`src/rtl/vid_timing_pkg.sv`:
```
// Shared types and timing presets for the video timing generator.
// Optional build macro used by the top: VID_TIMING_GEN_FRAME_CNT_EN.
package vid_timing_pkg;

    // Raster coordinates and counters are 12 bit wide (totals up to 4096).
    typedef logic [11:0] coord_t;
    localparam int COORD_MAX_TOTAL = 4096;

    // 1080p60 raster (default)
    localparam int P1080_H_ACTIVE = 1920;
    localparam int P1080_H_FP     = 88;
    localparam int P1080_H_SYNC   = 44;
    localparam int P1080_H_BP     = 148;
    localparam int P1080_V_ACTIVE = 1080;
    localparam int P1080_V_FP     = 4;
    localparam int P1080_V_SYNC   = 5;
    localparam int P1080_V_BP     = 36;

    // 720p60 raster
    localparam int P720_H_ACTIVE  = 1280;
    localparam int P720_H_FP      = 110;
    localparam int P720_H_SYNC    = 40;
    localparam int P720_H_BP      = 220;
    localparam int P720_V_ACTIVE  = 720;
    localparam int P720_V_FP      = 5;
    localparam int P720_V_SYNC    = 5;
    localparam int P720_V_BP      = 20;

    // Sync polarity values
    localparam bit POL_HIGH = 1'b1;
    localparam bit POL_LOW  = 1'b0;

    // Run-control FSM states
    typedef enum logic {
        ST_IDLE = 1'b0,
        ST_RUN  = 1'b1
    } vtc_state_e;

    // Debug view: FSM state plus raster position markers
    typedef struct packed {
        vtc_state_e state;
        logic       line_end;   // h counter at its last position
        logic       frame_end;  // h and v counters both at their last position
    } vtc_dbg_t;

endpackage

```
`src/rtl/vid_axis_cnt.sv`:
```
// One raster axis: wrapping position counter with terminal-count flag and
// sync / active window decode. Segment order is sync, back porch, active,
// front porch, starting at count 0.
module vid_axis_cnt
    import vid_timing_pkg::*;
#(
    parameter int SYNC   = P1080_H_SYNC,
    parameter int BP     = P1080_H_BP,
    parameter int ACTIVE = P1080_H_ACTIVE,
    parameter int FP     = P1080_H_FP
) (
    input  logic   clk_i,
    input  logic   rstn_i,
    input  logic   clr_i,      // hold/return counter to 0 (dominates adv_i)
    input  logic   adv_i,      // advance by one position
    output logic   tc_o,       // counter is at TOTAL-1
    output logic   sync_o,     // counter inside the sync segment
    output logic   active_o,   // counter inside the active segment
    output coord_t pos_o       // counter relative to first active position
);

    localparam int TOTAL = SYNC + BP + ACTIVE + FP;

    // Reject rasters that do not fit the 12-bit counter at elaboration.
    if (TOTAL > COORD_MAX_TOTAL) begin : g_total_chk
        $error("vid_axis_cnt: TOTAL exceeds 4096");
    end

    localparam coord_t      LAST     = coord_t'(TOTAL - 1);
    localparam coord_t      ACT_OFFS = coord_t'(SYNC + BP);
    // Window bounds are one bit wider so an active segment ending at 4096 works.
    localparam logic [12:0] SYNC_END = 13'(SYNC);
    localparam logic [12:0] ACT_LO   = 13'(SYNC + BP);
    localparam logic [12:0] ACT_HI   = 13'(SYNC + BP + ACTIVE);

    coord_t      cnt_q;
    logic [12:0] cnt_w;

    // Position counter: clear dominates, otherwise wrap at the terminal count.
    always_ff @(posedge clk_i or negedge rstn_i) begin
        if (!rstn_i) begin
            cnt_q <= '0;
        end else if (clr_i) begin
            cnt_q <= '0;
        end else if (adv_i) begin
            cnt_q <= tc_o ? '0 : cnt_q + 12'd1;
        end
    end

    // Window decode of the current count.
    always_comb begin
        cnt_w    = {1'b0, cnt_q};
        tc_o     = (cnt_q == LAST);
        sync_o   = (cnt_w < SYNC_END);
        active_o = (cnt_w >= ACT_LO) && (cnt_w < ACT_HI);
        pos_o    = cnt_q - ACT_OFFS;
    end

endmodule

```
`src/rtl/vid_timing_gen.sv`:
```
// Raster timing generator: registered vs/hs/de, active x/y and a frame-start
// pulse for the test pattern generator and later overlay stages.
// Optional build macro: VID_TIMING_GEN_FRAME_CNT_EN adds vtc_frame_cnt_o,
// a 16-bit count of frame-start pulses.
module vid_timing_gen
    import vid_timing_pkg::*;
#(
    parameter int H_ACTIVE = P1080_H_ACTIVE,
    parameter int H_FP     = P1080_H_FP,
    parameter int H_SYNC   = P1080_H_SYNC,
    parameter int H_BP     = P1080_H_BP,
    parameter int V_ACTIVE = P1080_V_ACTIVE,
    parameter int V_FP     = P1080_V_FP,
    parameter int V_SYNC   = P1080_V_SYNC,
    parameter int V_BP     = P1080_V_BP,
    parameter bit HS_POL   = POL_HIGH,
    parameter bit VS_POL   = POL_HIGH
) (
    input  logic        vtc_clk_i,
    input  logic        vtc_rstn_i,
    input  logic        vtc_en_i,
    output logic        vtc_vs_o,
    output logic        vtc_hs_o,
    output logic        vtc_de_o,
    output coord_t      vtc_x_o,
    output coord_t      vtc_y_o,
    output logic        vtc_sof_o,
`ifdef VID_TIMING_GEN_FRAME_CNT_EN
    output logic [15:0] vtc_frame_cnt_o,
`endif
    output vtc_dbg_t    vtc_dbg_o
);

    localparam logic HS_ON  = HS_POL;
    localparam logic HS_OFF = ~HS_POL;
    localparam logic VS_ON  = VS_POL;
    localparam logic VS_OFF = ~VS_POL;

    vtc_state_e state_q, state_d;
    logic       run;
    logic       h_tc, h_sync, h_act;
    logic       v_tc, v_sync, v_act;
    coord_t     h_pos, v_pos;
    logic       de_d;

    // State register.
    always_ff @(posedge vtc_clk_i or negedge vtc_rstn_i) begin
        if (!vtc_rstn_i) begin
            state_q <= ST_IDLE;
        end else begin
            state_q <= state_d;
        end
    end

    // Next state follows the sampled enable; counting happens only while
    // RUN is held and enable stays high, so a drop stops output at once.
    always_comb begin
        state_d = state_q;
        run     = 1'b0;
        case (state_q)
            ST_IDLE: if (vtc_en_i) state_d = ST_RUN;
            ST_RUN: begin
                run = vtc_en_i;
                if (!vtc_en_i) state_d = ST_IDLE;
            end
            default: state_d = ST_IDLE;
        endcase
    end

    vid_axis_cnt #(
        .SYNC   (H_SYNC),
        .BP     (H_BP),
        .ACTIVE (H_ACTIVE),
        .FP     (H_FP)
    ) u_h_cnt (
        .clk_i    (vtc_clk_i),
        .rstn_i   (vtc_rstn_i),
        .clr_i    (!run),
        .adv_i    (1'b1),
        .tc_o     (h_tc),
        .sync_o   (h_sync),
        .active_o (h_act),
        .pos_o    (h_pos)
    );

    // Vertical axis steps once per line, on the horizontal wrap.
    vid_axis_cnt #(
        .SYNC   (V_SYNC),
        .BP     (V_BP),
        .ACTIVE (V_ACTIVE),
        .FP     (V_FP)
    ) u_v_cnt (
        .clk_i    (vtc_clk_i),
        .rstn_i   (vtc_rstn_i),
        .clr_i    (!run),
        .adv_i    (h_tc),
        .tc_o     (v_tc),
        .sync_o   (v_sync),
        .active_o (v_act),
        .pos_o    (v_pos)
    );

    assign de_d = h_act && v_act;

    // Output registers: decode of the current counters while running,
    // inactive levels otherwise; x/y are forced to 0 outside the window.
    always_ff @(posedge vtc_clk_i or negedge vtc_rstn_i) begin
        if (!vtc_rstn_i) begin
            vtc_hs_o  <= HS_OFF;
            vtc_vs_o  <= VS_OFF;
            vtc_de_o  <= 1'b0;
            vtc_x_o   <= '0;
            vtc_y_o   <= '0;
            vtc_sof_o <= 1'b0;
        end else if (run) begin
            vtc_hs_o  <= h_sync ? HS_ON : HS_OFF;
            vtc_vs_o  <= v_sync ? VS_ON : VS_OFF;
            vtc_de_o  <= de_d;
            vtc_x_o   <= de_d ? h_pos : '0;
            vtc_y_o   <= de_d ? v_pos : '0;
            vtc_sof_o <= de_d && (h_pos == '0) && (v_pos == '0);
        end else begin
            vtc_hs_o  <= HS_OFF;
            vtc_vs_o  <= VS_OFF;
            vtc_de_o  <= 1'b0;
            vtc_x_o   <= '0;
            vtc_y_o   <= '0;
            vtc_sof_o <= 1'b0;
        end
    end

    // Debug view of the FSM and raster position.
    always_comb begin
        vtc_dbg_o.state     = state_q;
        vtc_dbg_o.line_end  = h_tc;
        vtc_dbg_o.frame_end = h_tc && v_tc;
    end

`ifdef VID_TIMING_GEN_FRAME_CNT_EN
    logic [15:0] frame_cnt_q;

    // Frame counter: one step per frame-start pulse, held while idle.
    always_ff @(posedge vtc_clk_i or negedge vtc_rstn_i) begin
        if (!vtc_rstn_i) begin
            frame_cnt_q <= '0;
        end else if (vtc_sof_o) begin
            frame_cnt_q <= frame_cnt_q + 16'd1;
        end
    end

    assign vtc_frame_cnt_o = frame_cnt_q;
`endif

endmodule
```
`config.mk`:
```
export PLATFORM = sky130hd
export DESIGN_NAME = vid_timing_gen
export DESIGN_NICKNAME = d
export VERILOG_FILES = /design/src/rtl/vid_timing_pkg.sv /design/src/rtl/vid_axis_cnt.sv /design/src/rtl/vid_timing_gen.sv
export SDC_FILE = /design/constraint.sdc
export NUM_CORES = 1
export LEC_CHECK = 0
export BUFFER_PORTS_ARGS = -buffer_cell sky130_fd_sc_hd__buf_2
export CAP_MARGIN = 10
export CORE_ASPECT_RATIO = 0.6
export CORE_MARGIN = 2
export CORE_UTILIZATION = 49
export CTS_BUF_LIST = sky130_fd_sc_hd__clkbuf_2
export CTS_CLUSTER_DIAMETER = 40
export DETAILED_ROUTE_END_ITERATION = 7
export PLACE_DENSITY_LB_ADDON = 0.12
export SLEW_MARGIN = 40
export SYNTH_ARGS = -nofsm -noshare
export SYNTH_HDL_FRONTEND = slang
export SYNTH_SLANG_ARGS = --single-unit
```
`constraint.sdc`:
```
create_clock -name vtc_clk_i -period 4.3 [get_ports vtc_clk_i]
set_input_delay 0.645 -clock vtc_clk_i [delete_from_list [all_inputs] [get_ports vtc_clk_i]]
set_output_delay 0.645 -clock vtc_clk_i [all_outputs]
set_load 0.02 [all_outputs]
```
==> results.py <==
metrics = {
    "critical_path": {
        "cp_data_arrival_time_ns": 2.45,
        "crit_chain": "or3_1 -> or4_4 -> nor3_1 -> buf_2",
        "crit_path_start_kind": "flip-flop",
        "rrSetupSlack_ns": 1.65,
        "reg2reg_to": "u_v_cnt.cnt_q[7]",
        "crit_type": "reg2out",
        "required_ns": 3.65,
        "slowest_stage": "dfrtp_1",
        "cpPeakStageDelay_ns": 0.56,
        "end_kind": "output pin",
        "path_max_fanout": 12,
        "r2r_cells": 5,
        "regToRegStartpoint": "u_v_cnt.cnt_q[7]",
    },
    "floorplanning": {
        "die_area_um2": 6430,
        "start_util_pct": 50.9,
        "fp-row-count": 21,
        "ios": 34,
        "die_h_um": 62.9,
        "die_x_um": 102,
        "core_um2": 5570,
    },
    "pwr": {
        "irDropWorstVdd_mv": 0.128,
        "p_leak_nw": 1.47,
        "pwr-share-seq_pct": 59.9,
        "pwr-share-clk_pct": 37.1,
        "switching_share_pct": 21.2,
        "p_comb_share_pct": 3.0,
        "powerDensity_nw_per_um2": 275,
        "cell_internal_pwr_mw": 0.663,
        "total_power_mw": 0.841,
        "power.switching_mw": 0.178,
    },
    "timing": {
        "finalHoldViolations": 0,
        "period_share_pct": 71.9,
        "fmax_mhz": 323,
        "fin_ws_ns": 1.21,
        "setup_violations": 0,
        "min_period_ns": 3.09,
        "tightest_slew_ns": 0.763,
        "slew_viol_final": 0,
        "tns_ns": 0,
        "slew_headroom_pct": 48.9,
        "rsz0062_at_grt": "no",
        "clock_skew_ns": 0.00713,
    },
    "global_routing": {
        "grt_pass1_vias": 1888,
        "overflow": 0,
        "grt_util_all_layers_pct": 19.0,
        "grt_max_degree": 54,
        "grt_pass1_wl_mm": 9.54,
        "antenna_found_initial": 0,
    },
    "synth": {
        "yosysTopAreaCellShare_pct": 46.8,
        "synth.mux.area_fraction_pct": 0.353,
        "synth_adder_area_share_pct": 4.86,
        "synthSimpleGateAreaFrac_pct": 24.2,
        "netlist_top_cells_count": "nor2_1, dfrtp_1, xnor2_1",
        "synth_top_family_by_area": "simple AND/OR/NAND/NOR gates",
        "synth.most_common_cell": "nor2_1",
        "syn-cell-area_um2": 2830,
        "synth_top_area_cell": "dfrtp_1",
        "ys_ff_latch": 53,
        "synth.area.top_cells": "dfrtp_1, nor2_1, xnor2_1",
        "syn-num-nets": 312,
        "yosysWarnings": 0,
        "synth_edf_count": 0,
        "synth-seq-area-share_pct": 46.8,
        "synth_flop_cell": "dfrtp_1",
        "synthDistinctLibCells": 47,
        "async_flop_share_pct": 100,
        "avgSynthCellArea_um2": 9.51,
        "synth-xor-area-share_pct": 9.27,
        "syn_inst": 298,
        "synth_compound_area_share_pct": 7.73,
    },
    "drt": {
        "drc": 0,
        "wl_per_cell_um": 13.9,
        "firstDrtPassIters": 5,
        "highest_layer": "met4",
        "final_antenna_net_count": 0,
        "met3WireLength_um": 315,
        "m1WireLength_mm": 3.11,
        "drt-initial-drc-count": 102,
        "drt_wl_total_mm": 5.50,
        "vias_per_cell": 5.17,
        "num_vias": 2047,
        "met2_length_mm": 2.03,
    },
    "placed_design": {
        "globalplace.congestion": 0.849,
        "io_buffers": 33,
        "dp_hpwl_mm": 4.01,
        "place_ws_ns": 1.68,
    },
    "cells_and_area": {
        "drive_gt1_share_pct": 16.5,
        "num-nets-final": 329,
        "postLayoutCoreUtil_pct": 55.0,
        "antenna_cells": 0,
        "n_fill_cell": 517,
        "area_growth_pct": 8.04,
    },
    "run": {
        "maxCapViolations": 0,
    },
    "clocking": {
        "root_buffer": "clkbuf_2",
        "clk_latency_ns": 0.43,
        "clk_pin_slew_worst_paths_ns": 0.25,
        "cts-buffers-inserted": 5,
        "cts_max_level": 2,
        "clockBufferDepth": 2,
        "postCtsResizedCells": 0,
        "tritoncts": "done",
        "cts.hold.buffers_added": 0,
        "post-cts-setup-buffers": 0,
        "numClockSinks": 53,
    },
    "outcome": {
        "outcome": "finished, final reports clean",
    },
    "worst_hold_path": {
        "hp-class": "in2async",
    },
}
-- critical path: cells and delay by family (launching register included) --
family / cells / cell delay (ns)
buf+inv: 1 / 0.21
flops: 1 / 0.56
simple gates: 3 / 1.25
-- cells in the final DEF (no fill, tap or decap), drive strengths merged, types with 2 or more instances in the layout --
| master | netlist | final |
|---|---|---|
| buf | 10 | 34 |
| a31o | 3 | 3 |
| xor2 | 9 | 9 |
| nor2 | 54 | 54 |
| nand2b | 4 | 4 |
| nor3b | 3 | 3 |
| nor3 | 15 | 15 |
| nand2 | 15 | 15 |
| and3 | 3 | 3 |
| nand4 | 5 | 5 |
| nor4b | 5 | 5 |
| or3 | 3 | 3 |
| nor4 | 3 | 3 |
| a22oi | 2 | 2 |
| clkbuf | 14 | 5 |
| a21oi | 5 | 5 |
| o21ai | 7 | 7 |
| nand3 | 10 | 10 |
| dfrtp | 53 | 53 |
| ha | 11 | 11 |
| inv | 15 | 15 |
| bufinv | 0 | 2 |
| a211oi | 2 | 2 |
| o31ai | 3 | 3 |
| and2 | 4 | 4 |
| xnor2 | 21 | 21 |
| nand3b | 3 | 3 |
-- how the worst max path moves through the flow --
stage,from,endpoint,slack (ns)
finish,u_v_cnt.cnt_q[7],vtc_dbg_o[0],1.21
global route,u_v_cnt.cnt_q[7],vtc_dbg_o[0],1.06
CTS,u_v_cnt.cnt_q[7],vtc_dbg_o[0],1.20
detailed placement,u_v_cnt.cnt_q[7],u_v_cnt.cnt_q[7],1.68
global placement,u_v_cnt.cnt_q[7],u_v_cnt.cnt_q[7],1.72
floorplan,u_v_cnt.cnt_q[8],vtc_dbg_o[0],1.76
-- cells by family (layout without fill, tap and decap cells) --
logic type,Yosys count,after routing
buffers and inverters,39,57
muxes,1,1
and+or+nand+nor,134,134
xor gates and xnor gates,30,30
AOI/OAI and AO/OA,30,30
DFF,53,53
adders and majority gates,11,11
-- final cells by class --
| type | instances | area (um^2) | share of cell area (%) |
|---|---|---|---|
| clock buffers | 5 | 25.0 | 0.817 |
| clock inverters | 3 | 65.1 | 2.13 |
| inverters | 15 | 56.3 | 1.84 |
| multi-input cells | 206 | 1320 | 43.0 |
| flip-flops and latches | 53 | 1330 | 43.3 |
| well taps | 80 | 100 | 3.27 |
| repair buffers | 34 | 173 | 5.64 |
-- sequential cells by signal, summed over array words and instances, names as in the netlist --
register	count
u_v_cnt.cnt_q	12
vtc_y_o	12
vtc_hs_o	1
vtc_x_o	12
vtc_de_o	1
u_h_cnt.cnt_q	12
state_q	1
vtc_sof_o	1
vtc_vs_o	1
-- routing by layer --
metal,global-route usage [%],vias up
li1,-,1029
met1,32.8,957
met2,23.3,56
met3,4.25,5
met4,4.00,0
met5,0,-
-- power by group through the flow --
stage | Sequential [mW] | Clock, mW | Combinational [mW]
global route | 0.504 | 0.343 | 0.0298
detailed placement | 0.512 | 0 | 0.0267
finish | 0.504 | 0.312 | 0.0255
global placement | 0.512 | 0 | 0.0269
floorplan | 0.513 | 0 | 0.0102
CTS | 0.504 | 0.319 | 0.0268
-- stage by stage --
step | instance area, um^2 | std cells | hold WS (ns)
6_report | 3060 | 396 | 0.273
3_5_place_dp | 2970 | 388 | 0.504
4_1_cts | 3060 | 396 | 0.281
2_1_floorplan | 2830 | 298 | 0.349
3_3_place_gp | 2970 | 388 | 0.497
5_1_grt | 3060 | 396 | 0.272
Note: power is estimated with default switching activity, not from simulation.
